## config.mk

```make
export PLATFORM = sky130hd
export DESIGN_NAME = pipe_stage_skid_flat
export DESIGN_NICKNAME = d
export VERILOG_FILES = /design/src/rtl/pipe_stage_skid_pkg.sv /design/src/rtl/pipe_stage_skid_if.sv /design/src/rtl/pipe_stage_skid_slot.sv /design/src/rtl/pipe_stage_skid.sv /design/src/flat_wrapper.sv
export SDC_FILE = /design/constraint.sdc
export NUM_CORES = 1
export LEC_CHECK = 0
export CAP_MARGIN = 20
export CORE_UTILIZATION = 50
export CTS_CLUSTER_DIAMETER = 50
export DETAILED_ROUTE_END_ITERATION = 16
export GPL_TIMING_DRIVEN = 0
export HOLD_SLACK_MARGIN = 0.06
export MAX_ROUTING_LAYER = met4
export PLACE_DENSITY = 0.92
export SYNTH_ARGS = -nofsm -noshare
export SYNTH_HDL_FRONTEND = slang
export SYNTH_SLANG_ARGS = --single-unit
```

## constraint.sdc

```tcl
create_clock -name clk -period 2.3 [get_ports clk]
set_input_delay 0.46 -clock clk [delete_from_list [all_inputs] [get_ports clk]]
set_output_delay 0.46 -clock clk [all_outputs]
set_load 0.005 [all_outputs]
```

## src/rtl/pipe_stage_skid_pkg.sv

```systemverilog
// Shared constants for the pipeline-boundary register: default widths,
// ID/EX control bit positions and the {S.valid, M.valid} state encoding.
package pipe_stage_skid_pkg;

   localparam int unsigned DEF_CTRL_W = 8;
   localparam int unsigned DEF_DATA_W = 111;
   localparam int unsigned DEF_CNT_W  = 16;

   // ID/EX control vector bit positions
   localparam int unsigned CTRL_REGWRITE = 7;
   localparam int unsigned CTRL_MEMTOREG = 6;
   localparam int unsigned CTRL_MEMREAD  = 5;
   localparam int unsigned CTRL_MEMWRITE = 4;
   localparam int unsigned CTRL_ALUSRC   = 3;
   localparam int unsigned CTRL_ALUOP_HI = 2;
   localparam int unsigned CTRL_ALUOP_LO = 1;
   localparam int unsigned CTRL_REGDST   = 0;

   typedef enum logic [1:0] {
      ST_EMPTY = 2'b00,
      ST_ONE   = 2'b01,
      ST_BAD   = 2'b10,
      ST_FULL  = 2'b11
   } state_t;

endpackage

```

## src/rtl/pipe_stage_skid_if.sv

```systemverilog
// One valid/ready link carrying a control vector and a data vector.
// master = producer side, slave = consumer side.
interface pipe_stage_skid_if
   import pipe_stage_skid_pkg::*;
#(
   parameter int unsigned CTRL_W = DEF_CTRL_W,
   parameter int unsigned DATA_W = DEF_DATA_W
);
   logic              valid;
   logic              ready;
   logic [CTRL_W-1:0] ctrl;
   logic [DATA_W-1:0] data;

   modport master (output valid, output ctrl, output data, input  ready);
   modport slave  (input  valid, input  ctrl, input  data, output ready);
endinterface

```

## src/rtl/pipe_stage_skid_slot.sv

```systemverilog
// One storage entry (valid + ctrl + data). clr_ctrl wins over load and
// squashes the entry to a bubble while leaving the data register untouched.
module pipe_stage_skid_slot
   import pipe_stage_skid_pkg::*;
#(
   parameter int unsigned CTRL_W = DEF_CTRL_W,
   parameter int unsigned DATA_W = DEF_DATA_W
) (
   input  logic              clk,
   input  logic              rst,
   input  logic              load,
   input  logic              clr_ctrl,
   input  logic [CTRL_W-1:0] src_ctrl,
   input  logic [DATA_W-1:0] src_data,
   output logic              valid,
   output logic [CTRL_W-1:0] ctrl,
   output logic [DATA_W-1:0] data
);

   always_ff @(posedge clk) begin
      if (!rst) begin
         valid <= 1'b0;
         ctrl  <= '0;
         data  <= '0;
      end else if (clr_ctrl) begin
         valid <= 1'b0;
         ctrl  <= '0;
      end else if (load) begin
         valid <= 1'b1;
         ctrl  <= src_ctrl;
         data  <= src_data;
      end
   end

endmodule

```

## src/rtl/pipe_stage_skid.sv

```systemverilog
// Pipeline-boundary register with a 2-entry skid buffer, synchronous flush
// to bubbles and a saturating downstream-stall counter.
module pipe_stage_skid
   import pipe_stage_skid_pkg::*;
#(
   parameter int unsigned CTRL_W = DEF_CTRL_W,
   parameter int unsigned DATA_W = DEF_DATA_W,
   parameter int unsigned CNT_W  = DEF_CNT_W
) (
   input  logic              clk,
   input  logic              rst,
   input  logic              flush,
   pipe_stage_skid_if.slave  up,
   pipe_stage_skid_if.master dn,
   output logic [CNT_W-1:0]  stall_cnt
);

   logic              m_valid, s_valid;
   logic [CTRL_W-1:0] m_ctrl, s_ctrl;
   logic [DATA_W-1:0] m_data, s_data;

   logic              m_load, m_clr, m_from_skid;
   logic              s_load, s_clr;
   logic [CTRL_W-1:0] m_src_ctrl;
   logic [DATA_W-1:0] m_src_data;
   logic              in_fire, out_fire;
   state_t            state;

   // State lives in the slot valid bits; ready is a pure register decode.
   assign state    = state_t'({s_valid, m_valid});
   assign up.ready = ~s_valid;
   assign dn.valid = m_valid;
   assign dn.ctrl  = m_ctrl;
   assign dn.data  = m_data;
   assign in_fire  = up.valid & up.ready;
   assign out_fire = m_valid & dn.ready;

   // Next-state / slot control; flush squashes both slots and drops in_fire.
   always_comb begin
      m_load      = 1'b0;
      m_clr       = 1'b0;
      m_from_skid = 1'b0;
      s_load      = 1'b0;
      s_clr       = 1'b0;
      if (flush) begin
         m_clr = 1'b1;
         s_clr = 1'b1;
      end else begin
         unique case (state)
            ST_EMPTY: m_load = in_fire;
            ST_ONE: begin
               if (in_fire && out_fire) m_load = 1'b1;
               else if (in_fire)        s_load = 1'b1;
               else if (out_fire)       m_clr  = 1'b1;
            end
            ST_FULL: begin
               if (out_fire) begin
                  m_load      = 1'b1;
                  m_from_skid = 1'b1;
                  s_clr       = 1'b1;
               end
            end
            default: begin
               m_clr = 1'b1;
               s_clr = 1'b1;
            end
         endcase
      end
   end

   assign m_src_ctrl = m_from_skid ? s_ctrl : up.ctrl;
   assign m_src_data = m_from_skid ? s_data : up.data;

   pipe_stage_skid_slot #(.CTRL_W(CTRL_W), .DATA_W(DATA_W)) u_main (
      .clk      (clk),
      .rst      (rst),
      .load     (m_load),
      .clr_ctrl (m_clr),
      .src_ctrl (m_src_ctrl),
      .src_data (m_src_data),
      .valid    (m_valid),
      .ctrl     (m_ctrl),
      .data     (m_data)
   );

   pipe_stage_skid_slot #(.CTRL_W(CTRL_W), .DATA_W(DATA_W)) u_skid (
      .clk      (clk),
      .rst      (rst),
      .load     (s_load),
      .clr_ctrl (s_clr),
      .src_ctrl (up.ctrl),
      .src_data (up.data),
      .valid    (s_valid),
      .ctrl     (s_ctrl),
      .data     (s_data)
   );

   // Saturating count of edges where the head is held by downstream.
   always_ff @(posedge clk) begin
      if (!rst) begin
         stall_cnt <= '0;
      end else if (m_valid && !dn.ready && (stall_cnt != {CNT_W{1'b1}})) begin
         stall_cnt <= stall_cnt + CNT_W'(1);
      end
   end

endmodule
```

## src/flat_wrapper.sv

```systemverilog
// flat-port wrapper written by rule: the top's interface ports become plain ports
module pipe_stage_skid_flat import pipe_stage_skid_pkg::*;
#(
   parameter int unsigned CTRL_W = DEF_CTRL_W,
   parameter int unsigned DATA_W = DEF_DATA_W,
   parameter int unsigned CNT_W  = DEF_CNT_W
)
  (clk, rst, flush, stall_cnt, up_valid, up_ctrl, up_data, up_ready, dn_valid, dn_ctrl, dn_data, dn_ready);
  pipe_stage_skid_if #(.CTRL_W(CTRL_W), .DATA_W(DATA_W)) up_i ();
  pipe_stage_skid_if #(.CTRL_W(CTRL_W), .DATA_W(DATA_W)) dn_i ();
  input  logic clk;
  input  logic rst;
  input  logic flush;
  output logic [CNT_W-1:0] stall_cnt;
  input wire logic [$bits(up_i.valid)-1:0] up_valid;
  input wire logic [$bits(up_i.ctrl)-1:0] up_ctrl;
  input wire logic [$bits(up_i.data)-1:0] up_data;
  output wire logic [$bits(up_i.ready)-1:0] up_ready;
  output wire logic [$bits(dn_i.valid)-1:0] dn_valid;
  output wire logic [$bits(dn_i.ctrl)-1:0] dn_ctrl;
  output wire logic [$bits(dn_i.data)-1:0] dn_data;
  input wire logic [$bits(dn_i.ready)-1:0] dn_ready;
  assign up_i.valid = up_valid;
  assign up_i.ctrl = up_ctrl;
  assign up_i.data = up_data;
  assign up_ready = up_i.ready;
  assign dn_valid = dn_i.valid;
  assign dn_ctrl = dn_i.ctrl;
  assign dn_data = dn_i.data;
  assign dn_i.ready = dn_ready;
  pipe_stage_skid #(.CTRL_W(CTRL_W), .DATA_W(DATA_W), .CNT_W(CNT_W)) u_core (.clk(clk), .rst(rst), .flush(flush), .up(up_i), .dn(dn_i), .stall_cnt(stall_cnt));
endmodule
```

Yosys cells after proc, flatten, opt, wreduce, memory -nomap -nowiden
Cells that the tools add are included.
Word-level totals
  output and inout bits: 137
  input port bits: 124
  flip-flop bits (word level): 256
  logic and storage cells: 46
Cells by class
  add/subtract/negate cells: 1
  reductions and logical operators: 11
  bitwise gates (word level): 6
  mux-type cells: 18
  equal/unequal tests: 3
Operators with widths (count)
  111-bit two-way mux: 1
  16-bit by 1-bit adder with 16-bit output (second input constant): 1
  16-bit inequality test (second input constant): 1
  1-bit two-way mux: 13
  8-bit two-way mux: 1
  2-bit OR reduction: 4
  1-bit inverter: 4
  1-bit one-hot mux with 2 select lines: 2
  2-bit AND reduction: 2
  1-bit logical AND: 3
  1-bit one-hot mux with 3 select lines: 1
  1-bit bitwise AND: 2
  2-bit by 1-bit == test with 1-bit output (second input constant): 1
  2-bit == test (second input constant): 1
  2-bit logical NOT: 1
  1-bit logical NOT: 1

Logic depth before layout (Yosys ltp)
  word-level depth: 8
  depth in mapped cells: 10
  gate-level depth less buffers: 7

By module
A second synthesis with hierarchy kept.
Unflattened totals
  cells, all modules: 1284
  area total of the unflattened synthesis: 11877.6 um^2
By module, submodules not included
  pipe_stage_skid_slot: area an instance 4722.0 um^2, cells an instance 513, instances 2, sequential area each 2402.3 um^2
  pipe_stage_skid: area an instance 2433.6 um^2, cells an instance 258, instances 1, sequential area each 320.3 um^2

Worst setup path after synthesis
OpenSTA, ideal clock, no wires.
  path kind: flip-flop to flip-flop
  start: register u_core.u_skid.valid
  end: register u_core.u_main.data[100]
  period minus slack after synthesis: 1.955 ns
  setup time: 0.116 ns
  cell stages (with the launch flop): 10
  data required time: 2.184 ns
  slack: 0.345 ns
  path buffers: 3
  arrival time: 1.839 ns
  cell sequence: dfxtp_1 inv_1 ha_1 and3b_1 buf_4 a221oi_4 nor3b_4 buf_6 buf_2 o211a_1
On the way
  longest elaborated chain between the ends: 8
  elaborated cells between the ends (all ways): 19
  classes of those cells: eq/ne (2); mux (10); bitwise (3); reduce/logical (4)
Ends and longest elaborated chain
  start, declared: line pipe_stage_skid_slot.sv:15  | output logic valid,
  start signal, assigned: line pipe_stage_skid_slot.sv:22  | valid <= 1'b0;
  start signal, assigned: line pipe_stage_skid_slot.sv:26  | valid <= 1'b0;
  start signal, assigned: line pipe_stage_skid_slot.sv:29  | valid <= 1'b1;
  1-bit inverter *: line pipe_stage_skid.sv:31  | assign up.ready = ~s_valid;
  via up_ready: line flat_wrapper.sv:18  | output wire logic [$bits(up_i.ready)-1:0] up_ready;
  1-bit bitwise AND *: line pipe_stage_skid.sv:35  | assign in_fire = up.valid & up.ready;
  1-bit two-way mux / 1-bit logical AND (equally long branches): line pipe_stage_skid.sv:53, pipe_stage_skid.sv:52
  1-bit two-way mux: line pipe_stage_skid.sv:52  | if (in_fire && out_fire) m_load = 1'b1;
  1-bit one-hot mux with 2 select lines: line pipe_stage_skid.sv:49  | unique case (state)
  1-bit two-way mux: line pipe_stage_skid.sv:45  | if (flush) begin
  1-bit inverter (no line)
  2-bit AND reduction (no line) *
  end signal, assigned: line pipe_stage_skid_slot.sv:31  | data <= src_data;
  end, declared: line pipe_stage_skid_slot.sv:17  | output logic [DATA_W-1:0] data
Mark *: on every way through the listed nets, which the timed path passes. The rest lies on a longest branch.
A chain may end at the register's enable or synchronous reset.

Worst setup path in the final report
  start: register u_core.u_skid.valid
  end: register u_core.u_main.ctrl[6]
On the way
  longest elaborated chain between the ends: 7
  elaborated cells between the ends (all ways): 18
  classes of those cells: eq/ne (2); mux (10); bitwise (2); reduce/logical (4)
Ends and longest elaborated chain
  1-bit inverter: line pipe_stage_skid.sv:31
  1-bit bitwise AND: line pipe_stage_skid.sv:35
  1-bit two-way mux / 1-bit logical AND (equally long branches): line pipe_stage_skid.sv:53, pipe_stage_skid.sv:52
  1-bit two-way mux: line pipe_stage_skid.sv:52
  1-bit one-hot mux with 2 select lines: line pipe_stage_skid.sv:49
  1-bit two-way mux: line pipe_stage_skid.sv:45
  2-bit OR reduction (no line)
  end signal, assigned: line pipe_stage_skid_slot.sv:30  | ctrl <= src_ctrl;
  end, declared: line pipe_stage_skid_slot.sv:16  | output logic [CTRL_W-1:0] ctrl,
Parallel ways exist; a longest one is shown, timed or not.

==> metrics.md <==
| Metric | Value |
|---|---|
| Pin count of the biggest net entering global routing | 14 |
| Synthesis Warnings | 0 |
| Routability Congestion | 0.8443 |
| Top FF cell, synth | dfxtp_1 |
| Antenna violations before repair | 0 |
| Post-synth EDFFs | 0 |
| IO buf count | 259 |
| Vias in the first global route | 9381 |
| Crit share post-route | 0.9677 |
| Fill cell count | 1569 |
| Outcome | finished, final reports clean |
| CTS Buffer Depth | 3 |
| DRT iter0 DRCs | 398 |
| Clock Latency Late Sink | 0.54 ns |
| Most frequent cells in the layout | 341 x nand2_1, 259 x clkdlybuf4s50_1, 254 x dfxtp_1 |
| DRT antenna net count | 0 |
| Drt pass-1 iters | 7 |
| Die Span Y | 149.5 µm |
| Total wire length | 30450 µm |
| Max FO, Critical Path | 10 |
| Final setup margin | 0.07432 ns |
| CORE AREA | 21150 µm² |
| Boundary Pins | 261 |
| Post-synthesis sequential area ratio | 0.4711 |
| Synth Instances | 1156 |
| Worst Tran Pin Value | 0.8730 ns |
| Post-DP Area | 13810 µm² |
| CP Capture Type | register |
| Mapped Nets | 1286 |
| CTS tree | built |
| P&R area growth vs syn | 36.44% |
| Vias/cell | 5.471 |
| Relative max-transition margin | 0.4180 |
| Pre-CTS WS | -0.3783 ns |
| Number of diodes | 0 |
| Worst Path Required | 2.73 ns |
| Via count | 9541 |
| MaxCap Viol Count | 0 |
| Share of cells above drive strength 1 | 0.07965 |
| Mapped Area | 10880 µm² |
| CTS buffer count | 28 |
| Clock Pin Slew Worst Setup and Hold Paths | 0.06 ns |
| Total global routing track utilization | 0.2728 |
| Hold Violations, Final | 0 |
| Most common cell after layout, fill and taps aside | nand2_1 |
| Net count, final | 1578 |
| Crit path kind | reg -> reg |
| FFs w/ async S/R, synth | 0 |
| Fmax | 0.4493 GHz |
| Setup Viol. Count Final | 0 |
| RSZ-0062 raised after global routing | true |
| Final core occ | 0.7016 |
| Synth Area per Inst | 9.410 µm² |
| Cts hold-fix bufs | 0 |
| DPL Wire Length | 21250 µm |
| Initial core utilization | 0.5142 |
| FF+latch count, synth | 256 |
| Pwr dens | 699.6 nW/µm² |
| Clock Skew | 0.01798 ns |
| Residual DRC | 0 |
| Lkg Pwr | 7.364 nW |
| Distinct cells, synth | 41 |
| Die area | 22350 µm² |
| Peak VDD IR | 0.0006063 V |
| Crit path launch type | register |
| Min-Delay Path Class | reg -> reg |
| Fin. max-slew vios | 0 |
| Crit path time final | 2.226 ns |
| Design area | 14840 µm² |
| Critical path arrival | 2.66 ns |
| Wirelength per Cell | 17.46 µm |
| FP Rows | 53 |
| Chip width | 149.5 µm |
| Global-route wire length before repair | 47350 µm |
| H-tree depth | 1 |
| CTS sink cnt | 256 |
| Grt total ovfl | 0 |
| Clk root buf | clkbuf_16 |
## Yosys cell counts, types with 6 or more instances
cell | count | share of area
o211a_1 | 112 | 0.10
mux2i_1 | 128 | 0.12
clkbuf_1 | 39 | 0.013
buf_4 | 10 | 0.0069
buf_2 | 41 | 0.019
a21boi_0 | 68 | 0.047
nand3_1 | 9 | 0.0041
dfxtp_1 | 256 | 0.47
nor2_1 | 21 | 0.0072
ha_1 | 6 | 0.0069
xor2_1 | 9 | 0.0072
nand2_1 | 341 | 0.12
and2_1 | 12 | 0.0069
a211oi_1 | 8 | 0.0055
a21boi_1 | 44 | 0.030
## per-layer routing
layer | GRT usage | routed length (µm) | up-vias
li1 | - | - | 4580
met1 | 0.3238 | 12500 | 4542
met2 | 0.4553 | 14690 | 340
met3 | 0.05000 | 2188 | 79
met4 | 0.1082 | 1075 | 0
met5 | - | 0 | -
## critical path: stages (launching register included)
cell and delay (ns):
dfxtp_4 0.36, inv_1 0.12, ha_2 0.20, and3b_1 0.15
buf_4 0.14, a221oi_4 0.08, nor3_2 0.46, buf_4 0.28
nor2_1 0.07, a211oi_1 0.24
## final cells by class
class                      instances  area (µm²)  share of cell area
tap                              275       344.1             0.02318
sequential                       256        5130              0.3456
clock inverter                     7       97.59            0.006576
multi-input combinational        804        5291              0.3565
timing repair buffer             262        2619              0.1764
buffer                            92       493.0             0.03322
clock buffer                      44       852.1             0.05741
inverter                           4       15.01            0.001012
## state kept, by name, summed over array words and instances (netlist names)
signal	count
u_core.u_skid.data	111
u_core.u_skid.ctrl	8
u_core.u_main.ctrl	8
u_core.u_skid.valid	1
u_core.u_main.data	111
u_core.u_main.valid	1
u_core.stall_cnt	16
## kinds of logic (layout without fill, tap and decap cells)
family	count (synthesis)	in the layout	synth area share
buf+inv	96	409	0.04267
mux	128	128	0.1178
compound gates	244	244	0.1940
xor+xnor	10	10	0.008052
simple gates	416	416	0.1594
fa+ha+maj	6	6	0.006901
flops	256	256	0.4711
## report_power, final
group | switching, mW | total [mW] | internal, mW
registers | 0.0985 | 4.70 | 4.60
clock network | 1.79 | 4.56 | 2.77
logic | 0.458 | 1.13 | 0.672
## through the flow
step / total power, mW / setup TNS, ns / instances / hold WS (ns)
after detailed placement: 5.900 / -62.78 / 1690 / 0.4442
after global routing: 10.74 / -0.04136 / 1744 / 0.4665
after CTS: 10.43 / 0 / 1741 / 0.4524
after floorplan: 5.202 / 0 / 1156 / 0.4344
final: 10.38 / 0 / 1744 / 0.4526
after global placement: 5.869 / -50.65 / 1690 / 0.4393
## path summary, 6_finish.rpt
path	start	end	slack, ns	cells after the start
worst max-delay path	u_core.u_skid.valid	u_core.u_main.ctrl[6]	0.07	9
worst min-delay path	u_core.u_skid.data[39]	u_core.u_skid.data[39]	0.45	2
worst max register to register	u_core.u_skid.valid	u_core.u_main.ctrl[6]	0.07	9
worst min register to register	u_core.u_skid.data[39]	u_core.u_skid.data[39]	0.45	2
## repair_timing
item	CTS	global route
cloned	0	1
buffers inserted	0	2
pin swaps	0	2
resized for setup	5	30
endpoints found under the hold margin	0	0
setup endpoints to repair	102	158
Power figures use the tool's default switching activity.
